File: config.mk
export PLATFORM = sky130hd
export DESIGN_NAME = z80_serial_master
export DESIGN_NICKNAME = d
export VERILOG_FILES = /design/src/rtl/z80_bus_pkg.sv /design/src/rtl/z80_serial_pkg.sv /design/src/rtl/z80_serial_master.sv
export SDC_FILE = /design/constraint.sdc
export NUM_CORES = 1
export LEC_CHECK = 0
export CORE_ASPECT_RATIO = 1.4
export CORE_MARGIN = 1.5
export CORE_UTILIZATION = 60
export CTS_BUF_LIST = sky130_fd_sc_hd__clkbuf_4 sky130_fd_sc_hd__clkbuf_8
export DETAILED_ROUTE_END_ITERATION = 12
export DONT_BUFFER_PORTS = 1
export GPL_ROUTABILITY_DRIVEN = 0
export PLACE_DENSITY = 0.86
export SLEW_MARGIN = 20
export SYNTH_ARGS = -nofsm -noshare
export SYNTH_HDL_FRONTEND = slang
export SYNTH_SLANG_ARGS = --single-unit
File: constraint.sdc
create_clock -name clk -period 2.6 [get_ports clk]
set_clock_uncertainty 0.1 [all_clocks]
set_input_delay 0.52 -clock clk [delete_from_list [all_inputs] [get_ports clk]]
set_output_delay 0.52 -clock clk [all_outputs]
set_load 0.005 [all_outputs]
File: src/rtl/z80_bus_pkg.sv
// Shared Z80 bus structures: the master-side drive bundle and the slave-side response bundle.
package z80_bus_pkg;

    typedef struct packed {
        logic [15:0] addr;
        logic [7:0]  dmaster;
        logic        mreqn;
        logic        iorqn;
        logic        rdn;
        logic        wrn;
        logic        m1n;
        logic        rfshn;
        logic        busackn;
        logic        haltn;
    } Z80MasterBus;

    typedef struct packed {
        logic       mwait;
        logic [7:0] dslave;
    } Z80SlaveBus;

endpackage

File: src/rtl/z80_serial_pkg.sv
// Command FSM states and byte-level protocol constants for the UART-driven Z80 bus master.
package z80_serial_pkg;

    typedef enum logic [2:0] {
        IDLE,
        AHI,
        ALO,
        DATA,
        REQ,
        BUS,
        RESP
    } state_t;

    localparam logic [7:0] OP_WRITE = 8'h57;
    localparam logic [7:0] OP_READ  = 8'h52;
    localparam logic [7:0] RSP_ACK  = 8'h2E;
    localparam logic [7:0] RSP_ERR  = 8'h3F;

endpackage

File: src/rtl/z80_serial_master.sv
// UART-command-driven Z80 bus master: 'W' a a d / 'R' a a -> one memory cycle, one response byte.
// Last rx_dv to tx_dv is BUS_MIN_CYCLES+3 clocks when granted and idle; stalls on bus_gnt low and tx_busy high.
module z80_serial_master
    import z80_bus_pkg::*;
    import z80_serial_pkg::*;
#(
    parameter int BUS_MIN_CYCLES = 2,
    parameter int TIMEOUT_CLKS   = 100000
) (
    input  logic        clk,
    input  logic        rst,
    input  logic        rx_dv,
    input  logic [7:0]  rx_byte,
    output logic        tx_dv,
    output logic [7:0]  tx_byte,
    input  logic        tx_busy,
    output logic        bus_req,
    input  logic        bus_gnt,
    output Z80MasterBus obus,
    input  Z80SlaveBus  ibus
);

    localparam int         TW      = (TIMEOUT_CLKS > 2) ? $clog2(TIMEOUT_CLKS) : 1;
    localparam logic [TW-1:0] TO_LAST = TW'(TIMEOUT_CLKS - 1);
    localparam logic [3:0] BMC     = 4'(BUS_MIN_CYCLES);

    state_t          state;
    logic            is_write;
    logic [15:0]     addr;
    logic [7:0]      dmaster;
    logic            mreqn;
    logic            rdn;
    logic            wrn;
    logic [3:0]      bcnt;
    logic [TW-1:0]   tcnt;

    always_comb begin
        obus         = '1;
        obus.addr    = addr;
        obus.dmaster = dmaster;
        obus.mreqn   = mreqn;
        obus.rdn     = rdn;
        obus.wrn     = wrn;
    end

    always_ff @(posedge clk or posedge rst) begin
        if (rst) begin
            state    <= IDLE;
            is_write <= 1'b0;
            addr     <= '0;
            dmaster  <= '0;
            mreqn    <= 1'b1;
            rdn      <= 1'b1;
            wrn      <= 1'b1;
            bcnt     <= '0;
            tcnt     <= '0;
            tx_dv    <= 1'b0;
            tx_byte  <= '0;
            bus_req  <= 1'b0;
        end else begin
            tx_dv <= 1'b0;
            case (state)
                IDLE: begin
                    if (rx_dv) begin
                        is_write <= (rx_byte == OP_WRITE);
                        tcnt     <= '0;
                        if (rx_byte == OP_WRITE || rx_byte == OP_READ) begin
                            state <= AHI;
                        end else begin
                            tx_byte <= RSP_ERR;
                            state   <= RESP;
                        end
                    end
                end

                // Inter-byte timeout only guards command collection; rx_dv beats expiry.
                AHI, ALO, DATA: begin
                    if (rx_dv) begin
                        tcnt <= '0;
                        if (state == AHI) begin
                            addr[15:8] <= rx_byte;
                            state      <= ALO;
                        end else if (state == ALO) begin
                            addr[7:0] <= rx_byte;
                            if (is_write) begin
                                state <= DATA;
                            end else begin
                                bus_req <= 1'b1;
                                state   <= REQ;
                            end
                        end else begin
                            dmaster <= rx_byte;
                            bus_req <= 1'b1;
                            state   <= REQ;
                        end
                    end else if (tcnt == TO_LAST) begin
                        tcnt  <= '0;
                        state <= IDLE;
                    end else begin
                        tcnt <= tcnt + TW'(1);
                    end
                end

                REQ: begin
                    if (bus_gnt) begin
                        mreqn <= 1'b0;
                        rdn   <= is_write;
                        wrn   <= ~is_write;
                        bcnt  <= 4'd1;
                        state <= BUS;
                    end
                end

                // Grant is not re-checked here: the arbiter never revokes mid-cycle.
                BUS: begin
                    if (bcnt >= BMC && ibus.mwait) begin
                        mreqn   <= 1'b1;
                        rdn     <= 1'b1;
                        wrn     <= 1'b1;
                        bus_req <= 1'b0;
                        tx_byte <= is_write ? RSP_ACK : ibus.dslave;
                        state   <= RESP;
                    end else if (bcnt != 4'hF) begin
                        bcnt <= bcnt + 4'd1;
                    end
                end

                RESP: begin
                    if (!tx_busy) begin
                        tx_dv <= 1'b1;
                        state <= IDLE;
                    end
                end

                default: state <= IDLE;
            endcase
        end
    end

endmodule

==> metrics.txt <==
# TYPE chip_impl_metric gauge
chip_impl_info{name="result_of_the_run",value="finished, final reports clean"} 1
chip_impl_info{name="path_delay_family",value="compound AO/OA/AOI/OAI gates"} 1
chip_impl_metric{name="synth.top_cell.area_share",unit="%"} 47.68
chip_impl_metric{name="syn_avg_cell_area",unit="um2"} 10.61
chip_impl_metric{name="first_iter_violations",unit=""} 109
chip_impl_metric{name="finalWirelength",unit="mm"} 6.079
chip_impl_metric{name="routed_wire_length_per_instance",unit="um"} 16.84
chip_impl_metric{name="cts_num_sinks",unit=""} 62
chip_impl_metric{name="post_layout_nonfiller_instances",unit=""} 361
chip_impl_metric{name="worst_slew_pin_slew",unit="ps"} 650.8
chip_impl_metric{name="cts.clk_slew.worst_paths",unit="ps"} 70
chip_impl_metric{name="synth-xor-area-share",unit="%"} 1.131
chip_impl_info{name="synth_top_family_by_area",value="simple AND/OR/NAND/NOR gates"} 1
chip_impl_metric{name="cp.arrival",unit="ps"} 2330
chip_impl_info{name="synth.largest_area_cell",value="sky130_fd_sc_hd__dfrtp_1"} 1
chip_impl_metric{name="hold_buffers",unit=""} 0
chip_impl_info{name="criticalPathCategory",value="register to register"} 1
chip_impl_metric{name="grt_max_degree",unit=""} 34
chip_impl_metric{name="async_flop_share",unit="%"} 100.0
chip_impl_info{name="ys_top_cells_by_area",value="sky130_fd_sc_hd__dfrtp_1, sky130_fd_sc_hd__mux2_2, sky130_fd_sc_hd__nand2_1"} 1
chip_impl_metric{name="die_width",unit="um"} 63.72
chip_impl_metric{name="cts_buffers",unit=""} 9
chip_impl_metric{name="number_of_nets_in_the_layout",unit=""} 317
chip_impl_metric{name="grt_use_total",unit="%"} 24.46
chip_impl_info{name="hp-class",value="input pin to async pin"} 1
chip_impl_metric{name="die_area",unit="um2"} 5607
chip_impl_metric{name="vdd_ir_drop_max",unit="uV"} 741.1
chip_impl_metric{name="muxShareOfSynthArea",unit="%"} 10.42
chip_impl_metric{name="drt-pass1-iter-count",unit=""} 4
chip_impl_metric{name="timing.setup.tns",unit="ps"} 0
chip_impl_metric{name="ys_ff_latch",unit=""} 62
chip_impl_metric{name="yosys.area_share.adder",unit="%"} 1.212
chip_impl_metric{name="worstPathBufferInverterCount",unit=""} 0
chip_impl_metric{name="areaGrowthSynthToFinish",unit="%"} 7.030
chip_impl_metric{name="cts.repair_timing.setup_buffer_count",unit=""} 0
chip_impl_metric{name="slew_headroom",unit="%"} 56.37
chip_impl_metric{name="post_synth_inst_count",unit=""} 292
chip_impl_metric{name="ctsLongestPathBuffers",unit=""} 2
chip_impl_metric{name="fin_crit_sh",unit="%"} 84.89
chip_impl_metric{name="rows",unit=""} 30
chip_impl_metric{name="critPathRequiredTime",unit="ps"} 2720
chip_impl_metric{name="netlist-cell-type-count",unit=""} 58
chip_impl_metric{name="critical_path.max_stage_delay",unit="ps"} 450
chip_impl_info{name="worst_setup_path_start_kind",value="register"} 1
chip_impl_metric{name="share_of_synthesized_area_occupied_by_flip_flops_and_latches",unit="%"} 50.22
chip_impl_info{name="tritoncts_clock_tree",value="yes"} 1
chip_impl_metric{name="maxCapViolations",unit=""} 0
chip_impl_metric{name="numPlacedInstances",unit=""} 345
chip_impl_info{name="rsz0062_at_grt",value="no"} 1
chip_impl_metric{name="fmax",unit="MHz"} 453.1
chip_impl_metric{name="port_buffers",unit=""} 0
chip_impl_metric{name="io_pins",unit=""} 64
chip_impl_metric{name="worst_skew_pair.late_latency",unit="ps"} 340
chip_impl_metric{name="wire_length_of_the_first_global_routing_pass",unit="mm"} 10.47
chip_impl_info{name="ys_flop_type",value="sky130_fd_sc_hd__dfrtp_1"} 1
chip_impl_metric{name="h-tree-depth",unit=""} 3
chip_impl_metric{name="dp_hpwl",unit="mm"} 4.351
chip_impl_metric{name="antenna_cells_inserted",unit=""} 0
chip_impl_metric{name="drc_errors",unit=""} 0
chip_impl_metric{name="mappedNetlistArea",unit="um2"} 3097
chip_impl_metric{name="power_density",unit="nW/um2"} 1048
chip_impl_info{name="synth.most_common_cell",value="sky130_fd_sc_hd__dfrtp_1"} 1
chip_impl_metric{name="hold_viol_final",unit=""} 0
chip_impl_metric{name="antenna_left",unit=""} 0
chip_impl_metric{name="grt_remaining_overflow",unit=""} 0
chip_impl_metric{name="finalSetupViolations",unit=""} 0
chip_impl_info{name="timing.critical_path.slowest_stage_cell",value="sky130_fd_sc_hd__dfrtp_1"} 1
chip_impl_metric{name="synth_enable_flop_cells",unit=""} 0
chip_impl_metric{name="core",unit="um2"} 4917
chip_impl_info{name="crit_path_cell_trace",value="ha_1 -> o41ai_4 -> nor2_1 -> a31oi_4 -> mux2_2"} 1
chip_impl_metric{name="critPathMaxFanout",unit=""} 14
chip_impl_metric{name="detailroute.via_count",unit=""} 2208
chip_impl_info{name="end_kind",value="register"} 1
chip_impl_metric{name="cts-resized-gates",unit=""} 0
chip_impl_metric{name="die_h",unit="um"} 88.01
chip_impl_info{name="cell_at_the_root_of_the_clock_tree",value="sky130_fd_sc_hd__clkbuf_8"} 1
chip_impl_metric{name="post_route_cells_drive_above_1_share",unit="%"} 21.21
chip_impl_metric{name="via_per_inst",unit=""} 6.116
chip_impl_metric{name="finalMaxSlewViolations",unit=""} 0
chip_impl_metric{name="synth_simple_gate_area_share",unit="%"} 19.03
chip_impl_metric{name="starting_density_of_the_core",unit="%"} 62.98
chip_impl_metric{name="cellLeakagePower",unit="nW"} 1.417
chip_impl_metric{name="first_global_vias",unit=""} 2234
chip_impl_metric{name="timing.final.crit_period",unit="ps"} 2207
chip_impl_metric{name="antenna_found_initial",unit=""} 0
chip_impl_metric{name="yosys_warnings",unit=""} 0
chip_impl_info{name="ys_top_cells_by_count",value="sky130_fd_sc_hd__dfrtp_1, sky130_fd_sc_hd__nand2_1, sky130_fd_sc_hd__mux2_2, sky130_fd_sc_hd__o21ai_0"} 1
chip_impl_metric{name="synth_compound_gate_area_share",unit="%"} 12.32
metrics by stage:
stage | power, mW | setup slack [ps] | hold WS, ps | instance area [um2] | util, %
floorplan | 2.389 | 443.6 | 370.3 | 3112 | -
global placement | 2.494 | 487.6 | 401.0 | 3093 | 62.90
detailed placement | 2.558 | 411.2 | 414.0 | 3093 | 62.90
CTS | 3.499 | 392.4 | 37.92 | 3314 | 67.40
global route | 3.692 | 276.5 | 76.67 | 3314 | 67.40
finish | 3.473 | 392.8 | 37.68 | 3314 | 67.40
final cells by class:
cell class	instances	area (um2)
flip-flops and latches	62	1555
repair buffers	2	27.53
inverters	12	45.04
fillers	363	1603
multi-input cells	205	1385
clock buffers	9	123.9
well taps	64	80.08
clock inverters	7	97.59
kinds of logic after synthesis:
group,after synthesis
AND/OR/NAND/NOR,105
flip-flops,62
AO/OA/AOI/OAI,59
multiplexers,29
buffers and inverters,29
XOR/XNOR,4
adder cells (fa/ha/maj),3
other,1
power breakdown:
group          internal (mW)  total [mW]  switching, mW
Clock                  0.542       0.926          0.385
Combinational          0.424       0.902          0.478
Sequential              1.30        1.64          0.348
placed cells by master (no fill, tap or decap), types with 3 or more instances in the layout:
cell type | Yosys | final
sky130_fd_sc_hd__nor2b_1 | 4 | 4
sky130_fd_sc_hd__nor4_1 | 4 | 4
sky130_fd_sc_hd__a21oi_1 | 13 | 13
sky130_fd_sc_hd__mux2_2 | 26 | 26
sky130_fd_sc_hd__ha_1 | 3 | 3
sky130_fd_sc_hd__nand4_1 | 3 | 3
sky130_fd_sc_hd__nand3_1 | 12 | 12
sky130_fd_sc_hd__o21ai_0 | 24 | 24
sky130_fd_sc_hd__or3_1 | 3 | 3
sky130_fd_sc_hd__nor3_1 | 7 | 7
sky130_fd_sc_hd__dfstp_2 | 3 | 3
sky130_fd_sc_hd__dfrtp_1 | 59 | 59
sky130_fd_sc_hd__inv_1 | 12 | 11
sky130_fd_sc_hd__clkbuf_8 | 0 | 9
sky130_fd_sc_hd__nand2_1 | 33 | 33
sky130_fd_sc_hd__conb_1 | 1 | 5
sky130_fd_sc_hd__xnor2_1 | 3 | 3
sky130_fd_sc_hd__and3_1 | 3 | 3
sky130_fd_sc_hd__a31oi_1 | 6 | 6
sky130_fd_sc_hd__nor2_1 | 13 | 13
sky130_fd_sc_hd__mux2i_1 | 3 | 3
worst paths after layout:
check / cells past startpoint / to / slack (ps) / startpoint
hold / removal: 1 / tcnt[0]$_DFFE_PP0P_ / 40 / rst
setup / recovery: 5 / tx_byte[4]$_DFFE_PP0P_ / 390 / bcnt[1]$_DFFE_PP0P_
max in group asynchronous: 2 / mreqn$_DFFE_PP1P_ / 1690 / rst
hold reg to reg: 1 / mreqn$_DFFE_PP1P_ / 430 / mreqn$_DFFE_PP1P_
setup reg to reg: 5 / tx_byte[4]$_DFFE_PP0P_ / 390 / bcnt[1]$_DFFE_PP0P_
min in group clk: 1 / dmaster[7]$_DFFE_PP0P_ / 230 / rx_byte[7]
sequential cells by signal (all words and copies together), names as in the netlist, 3 cells and up:
register	flops
addr	16
bcnt	4
tcnt	17
dmaster	8
tx_byte	8
state	3
metal layers:
metal  wire, um  vias to the layer above  track usage, %
met2       3195                       68           40.29
met5          0                        -               0
met1       2339                     1092           29.41
met3        352                       18           6.170
met4        191                        0           13.83
li1           -                     1030               -
Power figures use the tool's default switching activity.
